### config.mk
export PLATFORM = sky130hd
export DESIGN_NAME = alu_seq
export DESIGN_NICKNAME = d
export VERILOG_FILES = /design/src/rtl/alu_seq.sv
export SDC_FILE = /design/constraint.sdc
export NUM_CORES = 1
export LEC_CHECK = 0
export CELL_PAD_IN_SITES_DETAIL_PLACEMENT = 0
export CELL_PAD_IN_SITES_GLOBAL_PLACEMENT = 2
export CORE_UTILIZATION = 30
export CTS_CLUSTER_DIAMETER = 50
export CTS_CLUSTER_SIZE = 8
export DETAILED_ROUTE_END_ITERATION = 12
export PLACE_DENSITY_LB_ADDON = 0.3
export SLEW_MARGIN = 20
export SYNTH_ARGS = -nofsm -noshare
export SYNTH_HDL_FRONTEND = slang
export SYNTH_SLANG_ARGS = --single-unit
### constraint.sdc
create_clock -name clk -period 2.06 [get_ports clk]
set_clock_uncertainty 0.05 [all_clocks]
set_input_delay 0.618 -clock clk [delete_from_list [all_inputs] [get_ports clk]]
set_output_delay 0.618 -clock clk [all_outputs]
set_load 0.005 [all_outputs]
### src/rtl/alu_seq.sv
// alu_seq: registered, handshaked ALU (AND/OR/ADD/SUB/XOR/SLT/SHL, optional iterative MUL).
// Latency: 1 cycle for single-cycle ops; WIDTH+1 cycles from accept to out_valid for MUL.
// Backpressure: one op in flight; in_ready is low until the result is taken (out_valid & out_ready).
//
// Optional feature macro: ALU_MUL_EN
//   defined   -> op 111 is an unsigned shift-add multiplier (BUSY state + multiplier registers)
//   undefined -> op 111 completes in one cycle with y=0, flag_err=1, flag_z=1
//
// Ports:
//   clk, rst            rising-edge clock, asynchronous active-high reset
//   in_valid/in_ready   operand handshake (a, b, op)
//   out_valid/out_ready result handshake (y, flag_z/n/c/v/err)
//   op: 000 AND, 001 OR, 010 ADD, 011 SUB, 100 XOR, 101 SLT (signed), 110 SHL, 111 MUL
module alu_seq #(
  parameter int WIDTH = 32,
  parameter int SHW   = $clog2(WIDTH)
) (
  input  logic             clk,
  input  logic             rst,
  input  logic             in_valid,
  output logic             in_ready,
  input  logic [WIDTH-1:0] a,
  input  logic [WIDTH-1:0] b,
  input  logic [2:0]       op,
  output logic             out_valid,
  input  logic             out_ready,
  output logic [WIDTH-1:0] y,
  output logic             flag_z,
  output logic             flag_n,
  output logic             flag_c,
  output logic             flag_v,
  output logic             flag_err
);

  localparam logic [1:0] S_IDLE = 2'd0;
  localparam logic [1:0] S_DONE = 2'd2;
`ifdef ALU_MUL_EN
  localparam logic [1:0] S_BUSY = 2'd1;
  localparam logic [SHW-1:0] CNT_LAST = SHW'(WIDTH - 1);
  localparam logic [SHW-1:0] CNT_ONE  = SHW'(1);
`endif

  localparam logic [2:0] OP_AND = 3'b000;
  localparam logic [2:0] OP_OR  = 3'b001;
  localparam logic [2:0] OP_ADD = 3'b010;
  localparam logic [2:0] OP_SUB = 3'b011;
  localparam logic [2:0] OP_XOR = 3'b100;
  localparam logic [2:0] OP_SLT = 3'b101;
  localparam logic [2:0] OP_SHL = 3'b110;
  localparam logic [2:0] OP_MUL = 3'b111;

  logic [1:0]       state_q, state_d;
  logic [WIDTH-1:0] y_q, y_d;
  logic             z_q, z_d, n_q, n_d, c_q, c_d, v_q, v_d, err_q, err_d;

`ifdef ALU_MUL_EN
  logic [WIDTH-1:0]   ma_q, ma_d;
  logic [WIDTH-1:0]   mb_q, mb_d;
  logic [2*WIDTH-1:0] acc_q, acc_d;
  logic [SHW-1:0]     cnt_q, cnt_d;
`endif

  // Single-cycle datapath results, evaluated on the live operands.
  logic [WIDTH-1:0] b_op;
  logic             cin;
  logic [WIDTH:0]   sum;
  logic [WIDTH-1:0] r_y;
  logic             r_c, r_v, r_err;

  always_comb begin
    // SUB is a + ~b + 1 so carry-out reads as NOT borrow.
    b_op  = (op == OP_SUB) ? ~b : b;
    cin   = (op == OP_SUB);
    sum   = {1'b0, a} + {1'b0, b_op} + {{WIDTH{1'b0}}, cin};
    r_y   = '0;
    r_c   = 1'b0;
    r_v   = 1'b0;
    r_err = 1'b0;
    case (op)
      OP_AND: r_y = a & b;
      OP_OR:  r_y = a | b;
      OP_ADD, OP_SUB: begin
        r_y = sum[WIDTH-1:0];
        r_c = sum[WIDTH];
        r_v = (a[WIDTH-1] == b_op[WIDTH-1]) && (sum[WIDTH-1] != a[WIDTH-1]);
      end
      OP_XOR: r_y = a ^ b;
      OP_SLT: r_y = {{(WIDTH-1){1'b0}}, ($signed(a) < $signed(b))};
      OP_SHL: r_y = a << b[SHW-1:0];
      OP_MUL: begin
        // Only reached here when the multiplier is compiled out.
        r_y   = '0;
`ifdef ALU_MUL_EN
        r_err = 1'b0;
`else
        r_err = 1'b1;
`endif
      end
    endcase
  end

  always_comb begin
    state_d = state_q;
    y_d     = y_q;
    z_d     = z_q;
    n_d     = n_q;
    c_d     = c_q;
    v_d     = v_q;
    err_d   = err_q;
`ifdef ALU_MUL_EN
    ma_d    = ma_q;
    mb_d    = mb_q;
    acc_d   = acc_q;
    cnt_d   = cnt_q;
`endif
    case (state_q)
      S_IDLE: begin
        if (in_valid) begin
`ifdef ALU_MUL_EN
          if (op == OP_MUL) begin
            ma_d    = a;
            mb_d    = b;
            acc_d   = '0;
            cnt_d   = '0;
            state_d = S_BUSY;
          end else begin
`else
          begin
`endif
            y_d     = r_y;
            z_d     = (r_y == '0);
            n_d     = r_y[WIDTH-1];
            c_d     = r_c;
            v_d     = r_v;
            err_d   = r_err;
            state_d = S_DONE;
          end
        end
      end
`ifdef ALU_MUL_EN
      S_BUSY: begin
        // One partial product per cycle; the last step also publishes the result.
        acc_d = acc_q + (mb_q[cnt_q] ? ({{WIDTH{1'b0}}, ma_q} << cnt_q) : '0);
        cnt_d = cnt_q + CNT_ONE;
        if (cnt_q == CNT_LAST) begin
          y_d     = acc_d[WIDTH-1:0];
          z_d     = (acc_d[WIDTH-1:0] == '0);
          n_d     = acc_d[WIDTH-1];
          c_d     = |acc_d[2*WIDTH-1:WIDTH];
          v_d     = 1'b0;
          err_d   = 1'b0;
          state_d = S_DONE;
        end
      end
`endif
      S_DONE: begin
        if (out_ready) state_d = S_IDLE;
      end
      default: state_d = S_IDLE;
    endcase
  end

  always_ff @(posedge clk or posedge rst) begin
    if (rst) begin
      state_q <= S_IDLE;
      y_q     <= '0;
      z_q     <= 1'b0;
      n_q     <= 1'b0;
      c_q     <= 1'b0;
      v_q     <= 1'b0;
      err_q   <= 1'b0;
`ifdef ALU_MUL_EN
      ma_q    <= '0;
      mb_q    <= '0;
      acc_q   <= '0;
      cnt_q   <= '0;
`endif
    end else begin
      state_q <= state_d;
      y_q     <= y_d;
      z_q     <= z_d;
      n_q     <= n_d;
      c_q     <= c_d;
      v_q     <= v_d;
      err_q   <= err_d;
`ifdef ALU_MUL_EN
      ma_q    <= ma_d;
      mb_q    <= mb_d;
      acc_q   <= acc_d;
      cnt_q   <= cnt_d;
`endif
    end
  end

  assign in_ready  = (state_q == S_IDLE);
  assign out_valid = (state_q == S_DONE);
  assign y         = y_q;
  assign flag_z    = z_q;
  assign flag_n    = n_q;
  assign flag_c    = c_q;
  assign flag_v    = v_q;
  assign flag_err  = err_q;

endmodule

After elaboration in Yosys (flattened, before gate mapping)
Index checks and enable logic that the tools add are counted.

Register bits: 39. Output and inout port bits: 39. Input bits: 71. Word-level logic and storage cells: 42.

Bitwise operators: 4. Shift operators: 1. $lt $le $gt $ge: 1. Add/sub/neg operators: 2. Reduce and logical (&&, ||, !) cells: 7. Equality and inequality tests: 12. Mux-type cells: 8.

Operators by type and width (number): $pmux W32 S7 (1); $add A32 B32 Y33 (1); $add A33 B1 Y33 (1); $and A32 B32 Y32 (1); $logic_not A32 Y1 (1); $lt A32 B32 Y1 (1); $mux W32 (1); $not A32 Y32 (1); $or A32 B32 Y32 (1); $shl A32 B5 Y32 (1); $xor A32 B32 Y32 (1); $eq A3 B3 Y1 const B (4); $eq A3 B2 Y1 const B (2); $mux W2 (2); $pmux W2 S2 (1); $reduce_and A2 Y1 (2); $eq A3 B1 Y1 const B (1); $logic_not A3 Y1 (1); $mux W1 (3); $eq A2 B2 Y1 const B (1); $logic_not A2 Y1 (1); $ne A2 B1 Y1 const B (1); $ne A2 B2 Y1 const B (1); $reduce_or A2 Y1 (1); 3 further kinds (3).

Depth between registers and ports, before layout
Gate-level depths: netlist of run 1.

Depth after elaboration: 7. Mapped depth: 20. Depth with buffers taken out: 15.

Least setup slack after synthesis of run 1
No wires, ideal clock.

Kind: in2reg. Start point: input port op[0]. End point: register z_q, in the netlist flag_z. Buffers on the path: 6. Setup slack: -3078 ps. Data required time: 1907 ps. Stages on the path: 19. Data arrival time: 4984 ps. Setup time: 103 ps. Path through: buf_2 > clkbuf_1 > buf_1 > clkbuf_1 > nand2_1 > buf_1 > xnor2_1 > ha_1 > a21o_1 > nor3_1 > a211oi_1 > or4_1 > clkbuf_1 > a31o_1 > a31o_1 > a21oi_1 > xor2_1 > o21ai_1 > o41ai_2.

Cells in the longest elaborated chain, start to end: 6. Elaborated cells on any way between the ends: 14. Those cells by class: 2 x add/sub; 7 x eq/ne; 2 x mux; 3 x reduce/logical.

Ends and longest elaborated chain: start, declared (RTL line 24) `input logic [2:0] op,`; $eq A3 B2 Y1 (RTL line 72, 73, 79); $mux W32 (RTL line 72) `b_op = (op == OP_SUB) ? ~b : b;`; $add A32 B32 Y33 (RTL line 74) `sum = {1'b0, a} + {1'b0, b_op} + {{WIDTH{1'b0}}, cin};`; $add A33 B1 Y33 (RTL line 74); $pmux W32 S7 * (RTL line 79) `case (op)`; $logic_not A32 Y1 * (RTL line 131) `z_d = (r_y == '0);`; end signal, assigned (RTL line 181) `z_q <= z_d;`; end, declared (RTL line 54) `logic z_q, z_d, n_q, n_d, c_q, c_d, v_q, v_d, err_q, err_d;`.

Mark *: on every way between the ends. The rest lies on a longest branch, timed or not. A chain may end at the register's enable or synchronous reset.

Final worst setup path of run 1
Start point: input port op[2]. End point: register z_q, in the netlist flag_z.

The elaborated chain is that of the path after synthesis.

==> impl_metrics.json, run 1 <==
{
  "port_buffers": 109,
  "tritoncts": "done",
  "worstHoldPathType": "reg2reg",
  "coreArea_um2": 26400,
  "p_comb_frac": 0.711,
  "diodes": 0,
  "grt_max_degree": 43,
  "routed_wl_mm": 37.2,
  "worst_slack_ps": -2120,
  "cp_data_arrival_time_ps": 4310,
  "synth_warnings": 0,
  "dp_hpwl_mm": 29.7,
  "grt_pass1_wl_mm": 56.6,
  "syn_to_final_growth_pct": 76.3,
  "cp_common_cell": "buf_6",
  "cts_buffer_depth": 2,
  "ys.flop_type": "dfrtp_1",
  "status": "finished, violations left",
  "violations": "setup timing",
  "place_inst": 1809,
  "fp-row-count": 59,
  "syn-num-nets": 1253,
  "fmax_ghz": 0.239,
  "drc": 0,
  "gr-total-overflow": 0,
  "finalCritPeriodShare": 2.03,
  "min_period_ps": 4180,
  "synth_top_area_cell": "ha_1",
  "path_buf_inv": 4,
  "viasPerCell": 5.32,
  "ios": 110,
  "die-area_um2": 27800,
  "final_nets": 1745,
  "synth_edf_count": 0,
  "syn-cell-area_um2": 8150,
  "max_cap_viol_count": 0,
  "cts_hold_buf": 0,
  "cts_buffers": 5,
  "htree_num_levels": 2,
  "clkTransAtPathRegs_ps": 60,
  "power.internal_uw": 3920,
  "initial_core_util": 0.309,
  "cts_root_buf": "clkbuf_16",
  "power.density_nw_per_um2": 448,
  "synthCells": 1048,
  "place.gp.congestion": 0.957,
  "power.switching_uw": 2520,
  "grt_usage": 0.263,
  "cp_top_family": "simple AND/OR/NAND/NOR gates",
  "drv_slew": 0,
  "dp_slack_ps": -2930,
  "fillers": 2531,
  "synth_top_area_frac": 0.204,
  "grt_pass1_vias": 10081,
  "finalHoldViolCount": 0,
  "crit_chain": "buf_8, nor2b_4, nand2_8, xnor2_2, ha_1, buf_6, and3_4, and2_4, a221o_1, buf_6, nor3_4, o21bai_1, nor3b_2, o22a_1, nor4bb_1, buf_4, nand4_1, o41ai_2",
  "worst_pin_slew_ps": 567,
  "slew_headroom": 0.622,
  "end_kind": "flop",
  "clock_latency_ps": 280,
  "clkPwrFrac": 0.135,
  "rsz0062_at_grt": "yes",
  "switching_share": 0.391,
  "crit_required_ps": 2190,
  "ys_ff_latch": 37,
  "antenna_found_initial": 0,
  "cp_max_fo": 5,
  "cts.sinks": 37,
  "die_w_um": 167,
  "ys_seq_area_frac": 0.114,
  "firstDrtPassIters": 6,
  "synth_top_cells_by_area": "ha_1 20%, dfrtp_1 11%, a21oi_1 7.4%, mux4_2 6.9%, nand2_1 4.5%",
  "async_flop_share": 1.00,
  "finalNonFillerCells": 1876,
  "final_layout_size_suffix_gt1_frac": 0.459,
  "vias": 9971,
  "ys_types": 79,
  "start_kind": "input pin",
  "wire_per_inst_um": 19.8,
  "avgSynthCellArea_um2": 7.78,
  "max_stage_delay_ps": 390,
  "fp.dieH_um": 167,
  "seqPwrFrac": 0.155,
  "critical_path_class": "in2reg",
  "slowest_stage": "a221o_1",
  "first_iter_violations": 525,
  "max-vdd-ir-drop_mv": 0.446,
  "setup_viol": 35,
  "leakage_uw": 0.00682,
  "drtAntennaViolNets": 0
}
## through the flow
step | hold WS (ps) | util | cell area (µm²) | power (µW) | setup TNS, ps
4_1_cts | 421 | 0.523 | 13800 | 6160 | -45760
2_1_floorplan | 417 | - | 8530 | 2780 | -47760
3_5_place_dp | 416 | 0.474 | 12500 | 4870 | -71550
6_report | 427 | 0.545 | 14400 | 6440 | -46580
5_1_grt | 450 | 0.545 | 14400 | 6870 | -49950
3_3_place_gp | 411 | 0.474 | 12500 | 4840 | -70500
## sequential cells by signal (all words and copies together), names as in the netlist
signal / count
flag_c: 1
y: 32
state_q: 1
flag_v: 1
flag_err: 1
flag_z: 1
## path summary, 6_finish.rpt
| check | startpoint | end | slack (ps) | cells past startpoint |
|---|---|---|---|---|
| max in group asynchronous | rst | y[4] | 1130 | 3 |
| worst max-delay path | op[2] | flag_z | -2120 | 18 |
| min in group asynchronous | rst | y[30] | 630 | 3 |
| worst max register to register | state_q[1] | flag_z | -180 | 9 |
| worst min register to register | y[6] | y[6] | 430 | 2 |
| worst min-delay path | y[6] | y[6] | 430 | 2 |
## cell type report
type	count	area, µm²	area share
multi-input cells	857	7790	0.542
flip-flops and latches	37	926	0.0644
inverters	94	369	0.0257
clock buffers	6	129	0.00897
clock inverters	2	38.8	0.00270
well taps	335	419	0.0292
repair buffers	545	4700	0.327
## kinds of logic after synthesis
logic type / count (synthesis) / synth area share
AOI/OAI and AO/OA: 333 / 0.266
muxes: 69 / 0.126
DFF: 37 / 0.114
adders and majority gates: 134 / 0.207
buffers and inverters: 156 / 0.0773
xor gates and xnor gates: 41 / 0.0440
and+or+nand+nor: 278 / 0.166
## metal layers
metal	wire, µm	track usage	vias up
met5	0	0	-
met4	1690	0.104	0
met3	1640	0.0326	71
met2	18600	0.474	280
met1	15300	0.315	4807
li1	-	-	4813
## cell usage after synthesis, types with 15 or more instances
| library cell | instances |
|---|---|
| clkbuf_1 | 33 |
| o21ai_0 | 44 |
| a21o_1 | 15 |
| xnor2_1 | 35 |
| a21oi_1 | 121 |
| buf_1 | 15 |
| ha_1 | 133 |
| mux2_2 | 16 |
| mux2i_1 | 25 |
| mux4_2 | 25 |
| o22ai_1 | 20 |
| a211oi_1 | 18 |
| nor2_1 | 70 |
| nand2_1 | 97 |
| inv_1 | 91 |
| nor3_1 | 17 |
| dfrtp_1 | 37 |
## layout by cell type, fill, tap and decap left out, drive strengths merged, types with 6 or more instances in the layout
master,synthesis,final
xor2,6,6
nand2b,10,10
a211oi,18,18
mux2,19,19
and3,10,10
a221oi,10,10
clkdlybuf4s50,0,41
a21o,15,15
o31ai,7,7
nor2b,8,8
xnor2,35,35
dlygate4sd2,0,30
nor2,70,70
mux2i,25,25
nand4,9,9
or2,7,7
o21ai,49,49
a31oi,6,6
nor3,18,18
o22ai,20,20
a211o,7,7
buf,29,444
o21a,11,11
ha,133,133
o32ai,9,9
o21bai,11,11
nor4,11,11
a21oi,121,121
nand2,97,99
o221ai,6,6
inv,92,92
o211ai,9,9
nand3,10,10
mux4,25,25
dfrtp,37,37
clkbuf,33,19
clkdlybuf4s15,0,12
## repair_timing
item / 4_1_cts / 5_1_grt
gates cloned: 3 / 1
setup endpoints to repair: 36 / 35
gates resized for setup: 268 / 155
setup buffers: 42 / 30
pin swaps: 72 / 74
## power by group through the flow
stage | combinational (µW) | sequential (µW) | clock, µW
6_report | 4580 | 996 | 867
5_1_grt | 4920 | 1020 | 934
4_1_cts | 4270 | 1000 | 893
2_1_floorplan | 1770 | 1010 | 0
3_5_place_dp | 3860 | 1010 | 0
3_3_place_gp | 3840 | 1010 | 0
## worst register-to-register path: cells and delay by family (launching register included)
family | cells | cell delay [ps]
AND/OR/NAND/NOR | 5 | 1030
AO/OA/AOI/OAI | 3 | 560
flip-flops | 1 | 370
buffers and inverters | 1 | 140
Note: power is estimated with default switching activity, not from simulation.
==> inputs of run 2 (changes only) <==
Settings changed: CORE_UTILIZATION 30 to 34.
Clock period 2.06 ns to 4.4 ns, I/O delays scaled along.
==> impl_metrics.json, run 2 (same netlist as run 1, synthesis figures left out) <==
{
  "grt_max_degree": 53,
  "fp.dieH_um": 157,
  "largest_reg_flops": 32,
  "max-vdd-ir-drop_mv": 0.150,
  "tritoncts": "done",
  "final_cell_mix": "353 x buf_4, 127 x ha_1, 114 x a21oi_1",
  "coreArea_um2": 23500,
  "worst_slack_ps": -250,
  "cp_max_fo": 3,
  "cts_root_buf": "clkbuf_16",
  "final_common_cell": "buf_4",
  "p_comb_frac": 0.694,
  "dp_slack_ps": -1070,
  "dp_hpwl_mm": 28.8,
  "die-area_um2": 24600,
  "power.internal_uw": 1600,
  "seqPwrFrac": 0.176,
  "slew_headroom": 0.387,
  "first_iter_violations": 608,
  "switching_share": 0.394,
  "wire_per_inst_um": 19.6,
  "cts.sinks": 37,
  "initial_core_util": 0.347,
  "grt_pass1_wl_mm": 54.4,
  "drc": 0,
  "htree_num_levels": 2,
  "cts_buffers": 5,
  "end_kind": "flop",
  "rsz0062_at_grt": "yes",
  "grt_usage": 0.292,
  "min_period_ps": 4650,
  "drtAntennaViolNets": 0,
  "finalHoldViolCount": 0,
  "hold_ws_ps": 425,
  "ios": 110,
  "worstHoldPathType": "reg2reg",
  "vias": 9623,
  "place.gp.congestion": 0.955,
  "fillers": 2309,
  "max_cap_viol_count": 0,
  "seq_area_um2": 926,
  "drv_slew": 0,
  "finalSetupTns_ps": -793,
  "clkTransAtPathRegs_ps": 60,
  "fp-row-count": 56,
  "multi_input_area_um2": 7030,
  "power.density_nw_per_um2": 207,
  "cp_data_arrival_time_ps": 4780,
  "power_uw": 2650,
  "violations": "setup timing",
  "final_layout_size_suffix_gt1_frac": 0.338,
  "port_buffers": 109,
  "crit_chain": "clkdlybuf4s50_1, xnor2_2, ha_1, and3_4, and2_4, a221o_1, o211ai_1, a211oi_1, o32ai_1, buf_4, nand2_1, nor4bb_2, nand4_1, o41ai_2",
  "cts_hold_buf": 0,
  "power.switching_uw": 1040,
  "viasPerCell": 5.38,
  "status": "finished, violations left",
  "setup_viol": 4,
  "start_kind": "input pin",
  "gr-total-overflow": 0,
  "die_w_um": 157,
  "fin_area_um2": 12800,
  "firstDrtPassIters": 5,
  "diodes": 0,
  "crit_required_ps": 4530,
  "antenna_found_initial": 0,
  "worst_pin_slew_ps": 916,
  "critical_path_class": "in2reg",
  "final_nets": 1673,
  "finalCritPeriodShare": 1.06,
  "postPlaceCellArea_um2": 12200,
  "slowest_stage": "clkdlybuf4s50_1",
  "whs_path_depth": 2,
  "grt_pass1_vias": 9643,
  "cts_buffer_depth": 2,
  "leakage_uw": 0.00624,
  "syn_to_final_growth_pct": 56.6,
  "fmax_ghz": 0.215,
  "clkPwrFrac": 0.130,
  "clock_latency_ps": 280,
  "r2r.worst_path.cells": 8,
  "max_stage_delay_ps": 510,
  "routed_wl_mm": 35.1
}
[run 2: cell types whose count changed in the layout (fill, tap and decap cells not counted), moves of 18 or more]
cell / before / now
clkdlybuf4s50_1: 41 / 94
dlygate4sd2_1: 30 / 4
o21ai_0: 15 / 37
inv_2: 19 / 1
ha_1: 108 / 127
inv_1: 67 / 91
buf_6: 73 / 9
[run 2: area by class of cell]
type / instances / area share
sequential: 37 / 0.0725
tap: 319 / 0.0313
clock buffer: 6 / 0.0101
multi-input combinational: 855 / 0.550
clock inverter: 2 / 0.000784
timing repair buffer: 475 / 0.308
inverter: 94 / 0.0276
[run 2: timing repair]
item	CTS	global route
endpoints found under the setup margin	20	13
gates cloned	1	0
pin swaps	34	30
resized for setup	56	35
buffers inserted	10	2
[run 2: routing by layer]
metal	vias up	track usage	routed length [µm]
li1	4665	-	-
met2	276	0.523	17400
met3	61	0.0244	1220
met1	4621	0.360	15100
met4	0	0.110	1460
met5	-	0	0
[run 2: path summary, 6_finish.rpt]
check | start | endpoint | slack (ps)
hold / removal | y[29] | y[29] | 420
min in group asynchronous | rst | y[27] | 1410
max in group asynchronous | rst | y[2] | 2550
hold reg to reg | y[29] | y[29] | 420
setup reg to reg | state_q[1] | flag_z | 1940
setup / recovery | b[8] | flag_z | -250
[run 2: power by group through the flow]
| stage | registers (µW) | logic, µW | clock network, µW |
|---|---|---|---|
| detailed placement | 473 | 1730 | 0 |
| CTS | 467 | 1800 | 354 |
| finish | 465 | 1840 | 343 |
| global placement | 470 | 1720 | 0 |
| global route | 477 | 2000 | 371 |
| floorplan | 474 | 797 | 0 |
[run 2: critical path: cells and delay by family]
family | cells | cell delay [ps]
buffers and inverters | 2 | 670
adders and majority gates | 1 | 320
AOI/OAI and AO/OA | 5 | 1370
and+or+nand+nor | 5 | 920
xor gates and xnor gates | 1 | 180
[run 2: stage by stage]
stage / instances / util
global placement: 1769 / 0.518
CTS: 1787 / 0.537
finish: 1788 / 0.544
detailed placement: 1769 / 0.518
floorplan: 1048 / -
global route: 1788 / 0.544
==> inputs of run 3 (changes only) <==
Settings changed: RECOVER_POWER from default to 100.
==> impl_metrics.json, run 3 (same netlist as run 1, synthesis figures left out) <==
{
  "status": "finished, violations left",
  "violations": "capacitance limit, slew limit, setup timing",
  "grt_pass1_wl_mm": 54.4,
  "worstHoldPathType": "reg2reg",
  "power.density_nw_per_um2": 204,
  "coreArea_um2": 23500,
  "finalNonFillerCells": 1788,
  "fp.dieH_um": 157,
  "end_kind": "flop",
  "min_from": "y[14]",
  "dp_hpwl_mm": 28.8,
  "finalHoldViolCount": 0,
  "cts_hold_buf": 0,
  "drv_slew": 91,
  "routed_wl_mm": 35.1,
  "fp-row-count": 56,
  "worst_pin_slew_ps": 2050,
  "cts.sinks": 37,
  "antenna_found_initial": 0,
  "syn_to_final_growth_pct": 56.5,
  "slowest_stage": "clkdlybuf4s50_1",
  "crit_required_ps": 4530,
  "first_iter_violations": 602,
  "critical_path_class": "in2reg",
  "cp_max_fo": 3,
  "min_period_ps": 4650,
  "cts_root_buf": "clkbuf_16",
  "slew_headroom": -0.365,
  "max_stage_delay_ps": 510,
  "power.internal_uw": 1570,
  "rsz0062_at_grt": "yes",
  "initial_core_util": 0.347,
  "postPlaceCellArea_um2": 12200,
  "cts_buffers": 5,
  "rr_startpoint": "state_q[1]",
  "place_inst": 1769,
  "final_nets": 1673,
  "drtAntennaViolNets": 0,
  "cp_data_arrival_time_ps": 4780,
  "vias": 9616,
  "wire_per_inst_um": 19.6,
  "max-vdd-ir-drop_mv": 0.150,
  "cp_top_family": "compound AO/OA/AOI/OAI gates",
  "cts_buffer_depth": 2,
  "ios": 110,
  "drc": 0,
  "firstDrtPassIters": 5,
  "leakage_uw": 0.00630,
  "start_kind": "input pin",
  "htree_num_levels": 2,
  "die-area_um2": 24600,
  "power.switching_uw": 1040,
  "diodes": 0,
  "die_w_um": 157,
  "tritoncts": "done",
  "place.gp.congestion": 0.955,
  "largest_reg_flops": 32,
  "clkTransAtPathRegs_ps": 60,
  "switching_share": 0.399,
  "final_cell_mix": "350 x buf_4, 127 x ha_1, 114 x a21oi_1",
  "worst_slack_ps": -248,
  "crit_chain": "clkdlybuf4s50_1, xnor2_2, ha_1, and3_4, and2_4, a221o_1, o211ai_1, a211oi_1, o32ai_1, buf_4, nand2_1, nor4bb_2, nand4_1, o41ai_2",
  "fin_area_um2": 12800,
  "final_common_cell": "buf_4",
  "gr-total-overflow": 0,
  "grt_usage": 0.292,
  "seqPwrFrac": 0.177,
  "crit_start": "b[8]",
  "setup_viol": 5,
  "final_layout_size_suffix_gt1_frac": 0.335,
  "port_buffers": 109,
  "max_cap_viol_count": 2,
  "path_buf_inv": 2,
  "clkPwrFrac": 0.131,
  "viasPerCell": 5.38,
  "p_comb_frac": 0.692,
  "grt_max_degree": 53,
  "finalCritPeriodShare": 1.06,
  "fmax_ghz": 0.215,
  "grt_pass1_vias": 9643,
  "clock_latency_ps": 280
}
run 3: final timing paths:
path                          end  slack, ps  cells past startpoint
setup / recovery           flag_z       -250                     14
hold / removal              y[14]        420                      2
setup reg to reg           flag_z       2000                      8
hold reg to reg             y[14]        420                      2
max in group asynchronous    y[2]        950                      3
min in group asynchronous   y[27]       2170                      3
run 3: power groups by stage:
stage / clock (µW) / combinational, µW / sequential (µW)
global placement: 0 / 1720 / 470
detailed placement: 0 / 1730 / 473
global route: 371 / 1960 / 474
finish: 343 / 1800 / 461
floorplan: 0 / 797 / 474
CTS: 354 / 1800 / 467
run 3: cell type report:
cell class / count / area (µm²)
timing repair buffer: 475 / 3920
fill: 2314 / 10700
inverter: 94 / 353
clock inverter: 2 / 10.0
clock buffer: 6 / 129
tap: 319 / 399
sequential: 37 / 926
multi-input combinational: 855 / 7030
run 3: per-layer routing:
layer	GRT usage	vias up	part of all wire
met1	0.360	4586	0.43
met5	0	-	0
met3	0.0244	64	0.038
met4	0.110	0	0.043
met2	0.523	298	0.49
li1	-	4668	-
run 3: worst min-delay path, cell delays in order (launching register included):
cell and delay [ps]:
dfrtp_1 340, nand2_1 50, nand2_1 50
run 3: through the flow:
stage	hold slack (ps)	power, µW	worst slack [ps]	setup TNS (ps)	util
after global placement	410	2190	-1080	-13130	0.518
after global routing	447	2810	-387	-1890	0.544
after floorplan	417	1270	-645	-2660	-
after CTS	431	2620	-279	-744	0.537
after detailed placement	417	2200	-1070	-13840	0.518
final	419	2610	-248	-826	0.544
run 3: what timing repair did:
item,in CTS,in global routing
gates resized for setup,56,35
endpoints found under the setup margin,20,13
cloned,1,0
buffers inserted,10,2
pin swaps,34,30
endpoints found under the hold margin,0,0
